## src/rtl/weight_pkg.sv

```systemverilog
// Shared weight-RAM geometry and writer state encoding.
// Used by the RAM, the row readers and the write-side sequencer.
package weight_pkg;

  localparam int WEIGHT_W  = 10;
  localparam int N_WEIGHTS = 10;
  localparam int N_ROWS    = 10;
  localparam int ADDR_W    = 7;
  localparam int ROW_W     = 4;
  localparam int DEPTH     = N_ROWS * N_WEIGHTS;
  // One bit wider than the address so a limit of exactly 2**ADDR_W still fits.
  localparam int CNT_W     = ADDR_W + 1;

  typedef enum logic [1:0] {
    IDLE  = 2'd0,
    INIT  = 2'd1,
    WRITE = 2'd2
  } wr_state_t;

endpackage

```

## src/rtl/write_addr_gen.sv

```systemverilog
// Loadable base + offset address counter for the weight RAM write port.
// On load the base is presented immediately and offset 1 is queued for the next cycle.
module write_addr_gen
  import weight_pkg::*;
(
  input  logic              clk,
  input  logic              rst,
  input  logic              load,
  input  logic              en,
  input  logic [ADDR_W-1:0] base,
  input  logic [CNT_W-1:0]  limit,
  output logic [ADDR_W-1:0] addr,
  output logic              last
);

  logic [ADDR_W-1:0] base_q, base_d;
  logic [CNT_W-1:0]  off_q, off_d;
  logic [CNT_W-1:0]  limit_q, limit_d;

  // last means every word up to limit-1 has been issued; the offset saturates there.
  assign last = (off_q >= limit_q);
  assign addr = load ? base : (base_q + off_q[ADDR_W-1:0]);

  always_comb begin
    base_d  = base_q;
    off_d   = off_q;
    limit_d = limit_q;
    if (load) begin
      base_d  = base;
      off_d   = CNT_W'(1);
      limit_d = limit;
    end else if (en && !last) begin
      off_d = off_q + CNT_W'(1);
    end
  end

  always_ff @(posedge clk) begin
    if (rst) begin
      base_q  <= '0;
      off_q   <= '0;
      limit_q <= '0;
    end else begin
      base_q  <= base_d;
      off_q   <= off_d;
      limit_q <= limit_d;
    end
  end

endmodule

```

## src/rtl/weight_ram_writer.sv

```systemverilog
// Write-side sequencer for the weight RAM: LFSR power-up fill or single-row write,
// one registered word per clock on the RAM write port.
module weight_ram_writer
  import weight_pkg::*;
(
  input  logic                          Clock,
  input  logic                          Rst,
  input  logic                          init_start,
  input  logic [WEIGHT_W-1:0]           rnd_data,
  input  logic                          row_valid,
  output logic                          row_ready,
  input  logic [ROW_W-1:0]              row_index,
  input  logic [N_WEIGHTS*WEIGHT_W-1:0] row_data,
  output logic                          ram_we,
  output logic [ADDR_W-1:0]             ram_addr,
  output logic [WEIGHT_W-1:0]           ram_data,
  output logic                          busy,
  output logic                          init_done,
  output logic                          row_err
);

  if (DEPTH > 2**ADDR_W) begin : g_depth_chk
    $error("weight_ram_writer: DEPTH does not fit in ADDR_W");
  end
  if (N_ROWS > 2**ROW_W) begin : g_rows_chk
    $error("weight_ram_writer: N_ROWS does not fit in ROW_W");
  end

  wr_state_t                     state_q, state_d;
  logic                          we_q, we_d;
  logic [ADDR_W-1:0]             addr_q, addr_d;
  logic [WEIGHT_W-1:0]           data_q, data_d;
  logic [N_WEIGHTS*WEIGHT_W-1:0] row_q, row_d;
  logic                          init_done_q, init_done_d;
  logic                          err_q, err_d;

  logic              gen_load, gen_en, gen_last;
  logic [ADDR_W-1:0] gen_base, gen_addr;
  logic [CNT_W-1:0]  gen_limit;
  logic              row_ok;
  logic [ADDR_W-1:0] row_base;

  write_addr_gen u_addr_gen (
    .clk   (Clock),
    .rst   (Rst),
    .load  (gen_load),
    .en    (gen_en),
    .base  (gen_base),
    .limit (gen_limit),
    .addr  (gen_addr),
    .last  (gen_last)
  );

  assign row_ready = (state_q == IDLE) && !init_start;
  assign row_ok    = ({1'b0, row_index} < (ROW_W+1)'(N_ROWS));
  assign row_base  = ADDR_W'(row_index) * ADDR_W'(N_WEIGHTS);

  // The latched row is shifted down one weight per issued word, so the next
  // weight to write is always in the low slice.
  always_comb begin
    state_d     = state_q;
    we_d        = 1'b0;
    addr_d      = addr_q;
    data_d      = data_q;
    row_d       = row_q;
    init_done_d = init_done_q;
    err_d       = 1'b0;
    gen_load    = 1'b0;
    gen_en      = 1'b0;
    gen_base    = '0;
    gen_limit   = '0;
    unique case (state_q)
      IDLE: begin
        if (init_start) begin
          state_d     = INIT;
          init_done_d = 1'b0;
          gen_load    = 1'b1;
          gen_limit   = CNT_W'(DEPTH);
          we_d        = 1'b1;
          addr_d      = gen_addr;
          data_d      = rnd_data;
        end else if (row_valid) begin
          if (row_ok) begin
            state_d   = WRITE;
            gen_load  = 1'b1;
            gen_base  = row_base;
            gen_limit = CNT_W'(N_WEIGHTS);
            we_d      = 1'b1;
            addr_d    = gen_addr;
            data_d    = row_data[WEIGHT_W-1:0];
            row_d     = row_data >> WEIGHT_W;
          end else begin
            err_d = 1'b1;
          end
        end
      end
      INIT: begin
        if (gen_last) begin
          state_d     = IDLE;
          init_done_d = 1'b1;
        end else begin
          gen_en = 1'b1;
          we_d   = 1'b1;
          addr_d = gen_addr;
          data_d = rnd_data;
        end
      end
      WRITE: begin
        if (gen_last) begin
          state_d = IDLE;
        end else begin
          gen_en = 1'b1;
          we_d   = 1'b1;
          addr_d = gen_addr;
          data_d = row_q[WEIGHT_W-1:0];
          row_d  = row_q >> WEIGHT_W;
        end
      end
      default: state_d = IDLE;
    endcase
  end

  always_ff @(posedge Clock) begin
    if (Rst) begin
      state_q     <= IDLE;
      we_q        <= 1'b0;
      addr_q      <= '0;
      data_q      <= '0;
      row_q       <= '0;
      init_done_q <= 1'b0;
      err_q       <= 1'b0;
    end else begin
      state_q     <= state_d;
      we_q        <= we_d;
      addr_q      <= addr_d;
      data_q      <= data_d;
      row_q       <= row_d;
      init_done_q <= init_done_d;
      err_q       <= err_d;
    end
  end

  assign ram_we    = we_q;
  assign ram_addr  = addr_q;
  assign ram_data  = data_q;
  assign busy      = (state_q != IDLE);
  assign init_done = init_done_q;
  assign row_err   = err_q;

endmodule
```

## config.mk

```make
export PLATFORM = sky130hd
export DESIGN_NAME = weight_ram_writer
export DESIGN_NICKNAME = d
export VERILOG_FILES = /design/src/rtl/weight_pkg.sv /design/src/rtl/write_addr_gen.sv /design/src/rtl/weight_ram_writer.sv
export SDC_FILE = /design/constraint.sdc
export NUM_CORES = 1
export LEC_CHECK = 0
export CAP_MARGIN = 10
export CORE_MARGIN = 2
export CORE_UTILIZATION = 55
export DETAILED_ROUTE_END_ITERATION = 10
export PLACE_DENSITY = 0.92
export SYNTH_ARGS = -nofsm -noshare
export SYNTH_HDL_FRONTEND = slang
export SYNTH_SLANG_ARGS = --single-unit
```

## constraint.sdc

```tcl
create_clock -name Clock -period 4.9 [get_ports Clock]
set_input_delay 0.98 -clock Clock [delete_from_list [all_inputs] [get_ports Clock]]
set_output_delay 0.98 -clock Clock [all_outputs]
set_load 0.01 [all_outputs]
```

==> results of run 1 <==
==> sequential cells by signal (all words and copies together) (netlist names) <==
name                flops
row_q                  90
ram_data               10
u_addr_gen.off_q        8
ram_addr                7
u_addr_gen.base_q       6
state_q                 2
u_addr_gen.limit_q      2
init_done               1
ram_we                  1
row_err                 1
==> worst max-delay path, delay by kind of cell <==
| family | cells | cell delay, ns |
|---|---|---|
| buf+inv | 4 | 1.30 |
| simple gates | 1 | 0.22 |
==> per-layer routing <==
layer	up-vias	global-route usage	part of all wire
li1	2737	-	-
met1	2722	0.365	0.41
met2	264	0.493	0.50
met3	34	0.0599	0.062
met4	0	0.107	0.020
met5	-	0	0
==> worst min path at each step <==
stage / start / slack (ns) / end
after global placement: ram_data[5] / 0.44 / ram_data[5]
after CTS: ram_data[5] / 0.46 / ram_data[5]
after global routing: ram_data[4] / 0.47 / ram_data[4]
after detailed placement: ram_data[5] / 0.45 / ram_data[5]
final: ram_data[5] / 0.45 / ram_data[5]
after floorplan: u_addr_gen.limit_q[5] / 0.44 / u_addr_gen.limit_q[5]
==> cells in the final DEF (no fill, tap or decap), drive strengths merged, types with 8 or more instances in the layout <==
cell type / synthesis / final
nor2: 181 / 181
dfxtp: 128 / 128
a21oi: 33 / 33
nand2b: 14 / 14
o221a: 80 / 80
nor2b: 12 / 12
o32ai: 10 / 10
a22oi: 13 / 13
inv: 21 / 21
nand3: 14 / 14
clkbuf: 43 / 20
a211o: 9 / 9
clkdlybuf4s50: 0 / 138
a211oi: 15 / 15
ha: 18 / 18
buf: 16 / 8
nand2: 27 / 27
==> logic make-up (layout without fill, tap and decap cells) <==
| kind of cell | after synthesis | count (layout) | synth area share |
|---|---|---|---|
| and+or+nand+nor | 265 | 265 | 0.187 |
| buffers and inverters | 80 | 199 | 0.0603 |
| xor gates and xnor gates | 9 | 9 | 0.0128 |
| AOI/OAI and AO/OA | 191 | 191 | 0.279 |
| DFF | 128 | 128 | 0.416 |
| muxes | 1 | 1 | 0.00183 |
| adders and majority gates | 20 | 20 | 0.0431 |
==> layout make-up <==
type / instances / area share
clock buffers: 20 / 0.0540
multi-input cells: 486 / 0.400
well taps: 140 / 0.0217
inverters: 21 / 0.00977
clock inverters: 12 / 0.0171
flip-flops and latches: 128 / 0.318
repair buffers: 146 / 0.180
==> power by group through the flow <==
stage | Sequential, mW | Clock (mW) | Combinational (mW)
floorplan | 1.25 | 0 | 0.406
global placement | 1.26 | 0 | 0.648
detailed placement | 1.26 | 0 | 0.674
CTS | 1.24 | 1.21 | 0.682
global route | 1.26 | 1.27 | 0.747
finish | 1.25 | 1.20 | 0.687
==> summary.md, run 1 <==
| Metric | Value |
|---|---|
| Cells after synthesis | 694 |
| Final instance area | 8070 um^2 |
| Reg clk slew, reported paths | 0.06 ns |
| First-pass GRT wire length | 27.3 mm |
| RSZ-0062 raised after global routing | no |
| Share of power burned in registers | 0.397 |
| Min Tclk post-route | 3.48 ns |
| Max Slew Vio Count | 0 |
| Worst endpoint required time | 3.92 ns |
| Num Clock Sinks | 128 |
| Power after layout | 3.14 mW |
| Worst hold path type | register to register |
| Synth Cell Area | 6160 um^2 |
| RePlAce Congestion | 0.895 |
| R2r setup slk | 1.98 ns |
| Routed WL per cell | 17.8 um |
| Net Sw Power | 0.893 mW |
| Element type at the critical path end | output port |
| Post-synthesis cell type with the largest combined area | dfxtp_1 |
| Most instantiated cells after synthesis | nor2_1, dfxtp_1, o221a_1 |
| Sw frac | 0.285 |
| Yosys cell types | 54 |
| Synth-to-Final Area Change | 31.0% |
| Slowest CP cell | clkdlybuf4s50_1 |
| WHS Path Cells | 2 |
| Die area | 12100 um^2 |
| Comb power frac | 0.219 |
| Worst clock skew | 0.0115 ns |
| # IOs | 140 |
| Initial Util | 0.566 |
| Final period util | 0.710 |
| Die H | 110 um |
| Max-Cap Viols | 0 |
| Crit path launch | init_start |
| Top-count cell post-synth | nor2_1 |
| Number of CTS-inserted buffers | 17 |
| Core area | 10900 um^2 |
| H-tree levels | 4 |
| Slew @ Worst Pin | 0.947 ns |
| Overall Global Routing Usage | 0.291 |
| P_int | 2.24 mW |
| Relative slew margins | 0.369 |
| Hold_ws | 0.454 ns |
| Final setup fails | 0 |
| Area contributors post-synth | dfxtp_1, o221a_1, nor2_1 |
| Critical path cell sequence | clkdlybuf4s50_1 > buf_4 > nand2b_4 > inv_2 > clkdlybuf4s50_1 |
| PwrDens | 389 nW/um^2 |
| Antenna-violating nets left | 0 |
| Reg-to-Reg Start | u_addr_gen.limit_q[5] |
| GR Overflow Total | 0 |
| Final Hold Viols | 0 |
| Crit path DAT | 2.50 ns |
| CP max FO | 27 |
| Layout fillers | 746 |
| Clock Tree Buf Depth | 2 |
| Vias per std cell | 6.04 |
| Maximum vdd drop | 0.000220 V |
| Sum Neg Setup Slack | 0 ns |
| Largest stage delay on the critical path | 0.49 ns |
| Initial antenna violation count | 0 |
| Non-filler instance count after layout | 953 |
| Count of cells resized by post-cts repair | 0 |
| Root Buffer | clkbuf_8 |
| PortBufs | 139 |
| DRC | 0 |
| Detail Placement HPWL | 11.1 mm |
| Pre-antenna DRT Iters | 5 |
| Crit Path Class | input pin to output port |
| Ant. Diodes | 0 |
| Via count | 5757 |
| Clk pwr share | 0.384 |
| Leak Pwr | 3.03 nW |
| Sequential area share after synthesis | 0.416 |
| Footprint of the multi-input gates | 3230 um^2 |
| Final Util | 0.741 |
| Iter 0 DRT Violations | 590 |
| Die Wd | 110 um |
| Syn_area_per_cell | 8.88 um^2 |
| Crit path top cell by count | clkdlybuf4s50_1 |
| Reg2reg end | row_q[60] |
| R2R cell count | 8 |
| Setup WS pre-CTS | 1.43 ns |
| Area after DPL | 7500 um^2 |
| Share of layout cells above drive strength 1 | 0.0627 |
| Net Count, Synth | 832 |
| Worst setup margin | 1.42 ns |
| Fmax | 287 MHz |
| Vias in the first global route | 5564 |
| Yosys reg bits | 128 |
| Placed cell count | 921 |
| Nets | 938 |
| CTS tree | built |
| Ys async rst share | 0 |
| Post-synth top area share | 0.416 |
| Row count | 38 |
| Final wirelength | 17.0 mm |
| Yosys synthesis warning count | 0 |
| EDFF count, synth | 0 |
| Sequential Area | 2560 um^2 |
| Largest net degree at the start of global routing | 91 |
| Main synth FF type | dfxtp_1 |
| Critical Path Source Type | input pin |
| Status | finished, final reports clean |
| Setup Fix Bufs, Post-CTS | 0 |
| Clk Latency, worst-skew pair | 0.52 ns |
| Setup crit end | row_ready |
| Hold_buf cts | 0 |
(Power assumes the default switching activity.)
==> run 2: changes to the inputs <==
--- a/config.mk
+++ b/config.mk
@@ -7,9 +7,9 @@
 export LEC_CHECK = 0
 export CAP_MARGIN = 10
 export CORE_MARGIN = 2
-export CORE_UTILIZATION = 55
+export CORE_UTILIZATION = 46
 export DETAILED_ROUTE_END_ITERATION = 10
-export PLACE_DENSITY = 0.92
+export PLACE_DENSITY = 0.83
 export SYNTH_ARGS = -nofsm -noshare
 export SYNTH_HDL_FRONTEND = slang
 export SYNTH_SLANG_ARGS = --single-unit
==> constraint.sdc (replaced) <==
create_clock -name Clock -period 3.1 [get_ports Clock]
set_input_delay 0.62 -clock Clock [delete_from_list [all_inputs] [get_ports Clock]]
set_output_delay 0.62 -clock Clock [all_outputs]
set_load 0.01 [all_outputs]
==> summary.md, run 2 (synthesized netlist as in run 1, its figures left out) <==
| Metric | Value |
|---|---|
| R2R cell count | 8 (unchanged) |
| # IOs | 140 (unchanged) |
| GR Overflow Total | 0 (unchanged) |
| WHS Path Cells | 2 (unchanged) |
| Element type at the critical path end | register |
| Root Buffer | clkbuf_16 |
| Final wirelength | 16.0 mm (-5.7%) |
| Hold Path Origin | ram_data[3] |
| Overall Global Routing Usage | 0.226 (-0.0648) |
| WHS Endpoint | ram_data[3] |
| Most common cell after layout, fill and taps aside | nor2_1 |
| Setup WS pre-CTS | 0.248 ns (-1.19 ns) |
| Fmax | 367 MHz |
| Final setup fails | 0 (unchanged) |
| Clk Latency, worst-skew pair | 0.41 ns (-0.11 ns) |
| Crit path DAT | 3.02 ns (+0.52 ns) |
| Worst hold path type | register to register |
| Vias in the first global route | 5228 (-6.0%) |
| Ant. Diodes | 0 (unchanged) |
| Detail Placement HPWL | 10.8 mm (-2.8%) |
| Clock Tree Buf Depth | 2 (unchanged) |
| Die area | 14300 um^2 (+19%) |
| Number of CTS-inserted buffers | 17 (unchanged) |
| Placed cell count | 962 (+4.5%) |
| H-tree levels | 4 (unchanged) |
| Row count | 42 (+11%) |
| RePlAce Congestion | 0.863 (-3.6%) |
| Most flops, register | row_q |
| Core area | 13100 um^2 (+21%) |
| Layout fillers | 1127 (+51%) |
| Num Clock Sinks | 128 (unchanged) |
| Slew @ Worst Pin | 0.938 ns (-0.00866 ns) |
| Iter 0 DRT Violations | 406 (-31%) |
| Reg2reg end | row_q[70] |
| Nets | 943 (+0.53%) |
| Pre-antenna DRT Iters | 6 (+1) |
| Maximum vdd drop | 0.000417 V (+90%) |
| Via count | 5510 (-4.3%) |
| PwrDens | 590 nW/um^2 (+52%) |
| Count of cells resized by post-cts repair | 0 (unchanged) |
| Synth-to-Final Area Change | 31.8% |
| Max-Cap Viols | 0 (unchanged) |
| Hold_ws | 0.450 ns (-0.00447 ns) |
| Initial antenna violation count | 0 (unchanged) |
| Final Hold Viols | 0 (unchanged) |
| Sum Neg Setup Slack | 0 ns (unchanged) |
| Power after layout | 4.79 mW (+53%) |
| Crit Path Class | register to register |
| Reg clk slew, reported paths | 0.05 ns (about the same) |
| Min Tclk post-route | 2.73 ns |
| Worst clock skew | 0.00575 ns (-0.00578 ns) |
| Non-filler instance count after layout | 990 (+3.9%) |
| Largest net degree at the start of global routing | 91 (unchanged) |
| Crit path launch | u_addr_gen.off_q[1] |
| Commonest non-fill, non-tap cells in the layout | nor2_1, clkdlybuf4s50_1, dfxtp_1 |
| First-pass GRT wire length | 26.2 mm (-4.2%) |
| Setup Fix Bufs, Post-CTS | 0 (unchanged) |
| Max FFs per register | 90 (unchanged) |
| Max Slew Vio Count | 0 (unchanged) |
| Routed WL per cell | 16.2 um (-9.2%) |
| RSZ-0062 raised after global routing | no |
| Vias per std cell | 5.57 (-7.9%) |
| Die H | 120 um (+9.0%) |
| Die Wd | 120 um (+9.0%) |
| DRC | 0 (unchanged) |
| PortBufs | 139 (unchanged) |
| Status | finished, final reports clean |
| Worst setup margin | 0.373 ns (-1.05 ns) |
| CP max FO | 80 (+200%) |
| Initial Util | 0.469 (-0.0969) |
| Critical Path Source Type | register |
| Worst endpoint required time | 3.39 ns (-0.53 ns) |
| Relative slew margins | 0.372 (+0.00379) |
| R2r setup slk | 0.37 ns (-1.61 ns) |
| Final period util | 0.880 |
| Leak Pwr | 3.05 nW (+0.74%) |
| Antenna-violating nets left | 0 (unchanged) |
| Share of layout cells above drive strength 1 | 0.0639 (+0.00115) |
| Reg-to-Reg Start | u_addr_gen.off_q[1] |
| CTS tree | built |
| Hold_buf cts | 0 (unchanged) |
## run 2: cell types whose count changed in the layout (fill, tap and decap cells not counted), sizes merged
| cell | delta |
|---|---|
| bufinv | -1 |
| clkinvlp | -3 |
| buf | +5 |
## run 2: final cells by class
type | count | area (um^2) | share of cell area
Multi-Input combinational cell | 486 | 3230 | 0.398
Sequential cell | 128 | 2560 | 0.316
Timing Repair Buffer | 151 | 1520 | 0.187
Clock buffer | 20 | 437 | 0.0538
Tap cell | 176 | 220 | 0.0271
Inverter | 21 | 78.8 | 0.00971
Clock inverter | 8 | 70.1 | 0.00863
## run 2: routing by layer
metal  vias up  wire length, um  global-route usage
met1      2582             7480               0.309
met4         0              152              0.0603
met2       178             7560               0.360
li1       2738                -                   -
met5         -                0                   0
met3        12              807              0.0537
## run 2: power by group
group	leakage, nW	internal, mW	total [mW]	switching (mW)
clock network	0.247	1.07	1.74	0.670
logic	1.75	0.549	1.08	0.535
registers	1.05	1.84	1.96	0.124
## run 2: through the flow
stage           util  cell area [um^2]
2_1_floorplan      -              6160
3_3_place_gp   0.579              7610
3_5_place_dp   0.579              7610
4_1_cts        0.618              8120
5_1_grt        0.618              8120
6_report       0.618              8120
## run 2: worst max-delay path by stage
stage / slack, ns / endpoint / depth (start not counted)
detailed placement: 0.25 / row_q[70] / 7
floorplan: 0.72 / row_q[0] / 9
CTS: 0.38 / row_ready / 5
global placement: 0.28 / ram_data[9] / 6
global route: 0.18 / row_q[63] / 8
finish: 0.37 / row_q[70] / 8
## run 2: critical path, cell delays in order, from the launching register on
cell,delay [ns]
dfxtp_1,0.46
inv_1,0.08
ha_1,0.27
and3b_1,0.24
o311ai_4,0.47
and2_1,0.29
o211ai_1,0.18
buf_12,0.30
o221a_1,0.29
==> run 3: changes to the inputs <==
--- a/config.mk
+++ b/config.mk
@@ -9,7 +9,7 @@
 export CORE_MARGIN = 2
 export CORE_UTILIZATION = 46
 export DETAILED_ROUTE_END_ITERATION = 10
-export PLACE_DENSITY = 0.83
+export PLACE_DENSITY = 0.86
 export SYNTH_ARGS = -nofsm -noshare
 export SYNTH_HDL_FRONTEND = slang
 export SYNTH_SLANG_ARGS = --single-unit
==> summary.md, run 3 (synthesized netlist as in run 1, its figures left out) <==
| Metric | Value |
|---|---|
| Status | finished, final reports clean |
| Root Buffer | clkbuf_16 |
| Reg clk slew, reported paths | 0.06 ns (about the same) |
| Nets | 943 (unchanged) |
| Final period util | 0.871 (-0.00841) |
| Count of cells resized by post-cts repair | 0 (unchanged) |
| Largest net degree at the start of global routing | 91 (unchanged) |
| First-pass GRT wire length | 26.2 mm (about the same) |
| # IOs | 140 (unchanged) |
| Crit Path Class | register to register |
| Share of layout cells above drive strength 1 | 0.0697 (+0.00580) |
| Crit path buffers/inverters | 2 (unchanged) |
| Worst clock skew | 0.0194 ns (+0.0136 ns) |
| PwrDens | 597 nW/um^2 (+1.1%) |
| Max-Cap Viols | 0 (unchanged) |
| Final instance area | 8180 um^2 (+0.82%) |
| Slew @ Worst Pin | 0.905 ns (-0.0338 ns) |
| Slowest CP cell | o211a_1 |
| Overall Global Routing Usage | 0.226 (-0.000627) |
| Vias in the first global route | 5206 (-0.42%) |
| Worst endpoint required time | 3.39 ns (about the same) |
| PortBufs | 139 (unchanged) |
| Clk Latency, worst-skew pair | 0.41 ns (about the same) |
| Die area | 14300 um^2 (unchanged) |
| Hold_buf cts | 0 (unchanged) |
| Most common cell after layout, fill and taps aside | nor2_1 |
| Sum Neg Setup Slack | 0 ns (unchanged) |
| Min Tclk post-route | 2.70 ns (-0.0261 ns) |
| RePlAce Congestion | 0.832 (-3.5%) |
| Num Clock Sinks | 128 (unchanged) |
| Leak Pwr | 3.08 nW (+1.1%) |
| Final Hold Viols | 0 (unchanged) |
| WHS Path Cells | 2 (unchanged) |
| Number of CTS-inserted buffers | 17 (unchanged) |
| Ant. Diodes | 0 (unchanged) |
| Final setup fails | 0 (unchanged) |
| Clock Tree Buf Depth | 2 (unchanged) |
| Via count | 5530 (+0.36%) |
| Setup Fix Bufs, Post-CTS | 0 (unchanged) |
| Area after DPL | 7630 um^2 (+0.33%) |
| Maximum vdd drop | 0.000400 V (-4.2%) |
| WP depth | 8 (unchanged) |
| Max Slew Vio Count | 0 (unchanged) |
| Core area | 13100 um^2 (unchanged) |
| Worst hold path type | register to register |
| Critical Path Source Type | register |
| Pre-antenna DRT Iters | 5 (-1) |
| CP max FO | 80 (unchanged) |
| Fmax | 370 MHz (+0.96%) |
| RSZ-0062 raised after global routing | no |
| Cell family with most CP delay | compound AO/OA/AOI/OAI gates |
| Largest stage delay on the critical path | 0.40 ns (-0.07 ns) |
| Most flops, register | row_q |
| DRC | 0 (unchanged) |
| Routed WL per cell | 16.1 um (-0.43%) |
| Hold_ws | 0.451 ns (+0.00146 ns) |
| Initial antenna violation count | 0 (unchanged) |
| Iter 0 DRT Violations | 439 (+8.1%) |
| GR Overflow Total | 0 (unchanged) |
| Element type at the critical path end | register |
| Die Wd | 120 um (unchanged) |
| Crit path DAT | 2.99 ns (-0.03 ns) |
| Critical path cell sequence | inv_1 > ha_1 > a211oi_1 > o211a_1 > and2_1 > o211ai_1 > buf_12 > o221a_1 |
| R2R cell count | 8 (unchanged) |
| Synth-to-Final Area Change | 32.8% |
| Relative slew margins | 0.395 (+0.0226) |
| Vias per std cell | 5.56 (about the same) |
| Commonest non-fill, non-tap cells in the layout | nor2_1, clkdlybuf4s50_1, dfxtp_1 |
| Detail Placement HPWL | 10.8 mm (+0.18%) |
| Antenna-violating nets left | 0 (unchanged) |
| Row count | 42 (unchanged) |
| Final wirelength | 16.0 mm (about the same) |
| H-tree levels | 4 (unchanged) |
| CTS tree | built |
| Die H | 120 um (unchanged) |
| Initial Util | 0.469 (unchanged) |
| Max FFs per register | 90 (unchanged) |
run 3: per-stage QoR:
| stage | utilization | instances | worst slack (ns) | total power, mW |
|---|---|---|---|---|
| 2_1_floorplan | - | 694 | 0.715 | 2.62 |
| 3_3_place_gp | 0.581 | 962 | 0.327 | 3.05 |
| 3_5_place_dp | 0.581 | 962 | 0.299 | 3.07 |
| 4_1_cts | 0.623 | 994 | 0.425 | 4.91 |
| 5_1_grt | 0.623 | 994 | 0.246 | 5.11 |
| 6_report | 0.623 | 994 | 0.399 | 4.88 |
run 3: power breakdown:
part	switching, mW	internal (mW)
registers	0.128	1.84
clock network	0.726	1.10
logic	0.539	0.553
run 3: routing by layer:
metal  GRT usage  wire [um]  vias up
li1            -          -     2752
met1       0.313       7560     2579
met2       0.343       7360      177
met3      0.0499        793       22
met4      0.0853        278        0
met5           0          0        -
run 3: final timing paths:
path	start	to	slack, ns
hold / removal	ram_data[1]	ram_data[1]	0.45
hold reg to reg	ram_data[1]	ram_data[1]	0.45
setup / recovery	u_addr_gen.limit_q[5]	row_q[33]	0.40
setup reg to reg	u_addr_gen.limit_q[5]	row_q[33]	0.40
run 3: layout make-up:
type | count | area, um^2
timing repair buffer | 151 | 1540
clock buffer | 19 | 433
sequential | 128 | 2560
multi-input combinational | 486 | 3230
fill | 1120 | 4950
tap | 176 | 220
clock inverter | 13 | 115
inverter | 21 | 78.8
run 3: worst register-to-register path, delay by kind of cell (launching register included):
family	cells	cell delay, ns
AOI/OAI and AO/OA	4	1.28
adders and majority gates	1	0.35
buffers and inverters	2	0.37
DFF	1	0.33
and+or+nand+nor	1	0.25
==> edit: new RTL, settings of run 2 <==
The package constant `ADDR_W` goes from 7 to 8.
--- a/src/rtl/weight_pkg.sv
+++ b/src/rtl/weight_pkg.sv
@@ -7,3 +7,3 @@
   localparam int N_ROWS    = 10;
-  localparam int ADDR_W    = 7;
+  localparam int ADDR_W    = 8;
   localparam int ROW_W     = 4;
Ports: changed (resized ram_addr); port bits go from 140 to 141. The function was not compared with the original's and may differ.
==> edit against run 2 <==
Routed wire length shrank 1.6%. Area after synthesis grew 1.1%. Setup slack lost 0.031 ns. Via count shrank 2.6%. First-iteration DRC count shrank 10%. Sequential cell count grew 3. Design area grew 2.4%. Sequential power grew 4%. Power grew 9.2%. Combinational power grew 25%.
==> edit: results (changes against run 2) <==
status - complete, no violations
met2 WL - 7205 um (-4.6%)
CP max-delay cell - clkdlybuf4s50_1
Worst path max stage delay - 0.59 ns (+0.12 ns)
Syn Nets - 800 (-3.8%)
Worst IR Drop VDD - 0.0003885 V (-6.9%)
GRT Util Overall - 22.20% (-0.42 points)
PwrDens - 629.3 nW/um^2 (+6.6%)
Initial DRC Count - 364 (-10%)
synth cell count leaders - dfxtp_1, nor2_1, mux2i_1
Leakage - 2.908 nW (-4.6%)
register area share after synthesis - 42.11% (+0.50 points)
clk_skew - 0.007377 ns (+0.001622 ns)
met1 usage in global routing - 28.31% (-2.6 points)
crit path max fanout - 9 (-89%)
fraction of layout instances using a drive strength above 1 - 7.323% (+0.94 points)
met2 Usage GRT - 35.56% (-0.41 points)
placed cell count - 937 (-2.6%)
PortBufs - 140 (+0.72%)
worst slack, placed - 0.2408 ns (-0.007033 ns)
mean area per synthesized cell - 9.451 um^2 (+6.5%)
largest cells by area after synthesis - dfxtp_1, mux2i_1, a211oi_1
DR vias/cell - 5.546 (-0.34%)
largest net degree at the start of global routing - 80 (-12%)
number of global-route vias before repair - 5297 (+1.3%)
Clock Power Share - 35.3% (-1.1 points)
Layout Cells excl Fill - 968 (-2.2%)
# nets final - 921 (-2.3%)
routed len/inst - 16.27 um (+0.66%)
P_seq - 2.03 mW (+4%)
==> edit: logic make-up (layout without fill, tap and decap cells) <==
family,count (synthesis),count (layout),share of synthesized area [%]
flip-flops,131,131,42.11
AO/OA/AOI/OAI,171,171,20.99
AND/OR/NAND/NOR,164,164,11.07
buffers and inverters,68,201,4.801
adder cells (fa/ha/maj),23,23,4.861
multiplexers,90,90,14.48
XOR/XNOR,12,12,1.687
==> edit: cell type report <==
class | instances | share of cell area [%]
tap | 176 | 2.649
sequential | 131 | 31.55
clock inverter | 11 | 1.294
multi-input combinational | 460 | 39.93
inverter | 14 | 0.6321
timing repair buffer | 156 | 18.57
clock buffer | 20 | 5.373
==> edit: worst paths after layout <==
path	start	end	slack [ns]	cells past startpoint
setup / recovery	state_q[0]	row_ready	0.34	5
hold / removal	ram_data[8]	ram_data[8]	0.46	2
setup reg to reg	u_addr_gen.limit_q[5]	row_q[48]	0.43	9
hold reg to reg	ram_data[8]	ram_data[8]	0.46	2
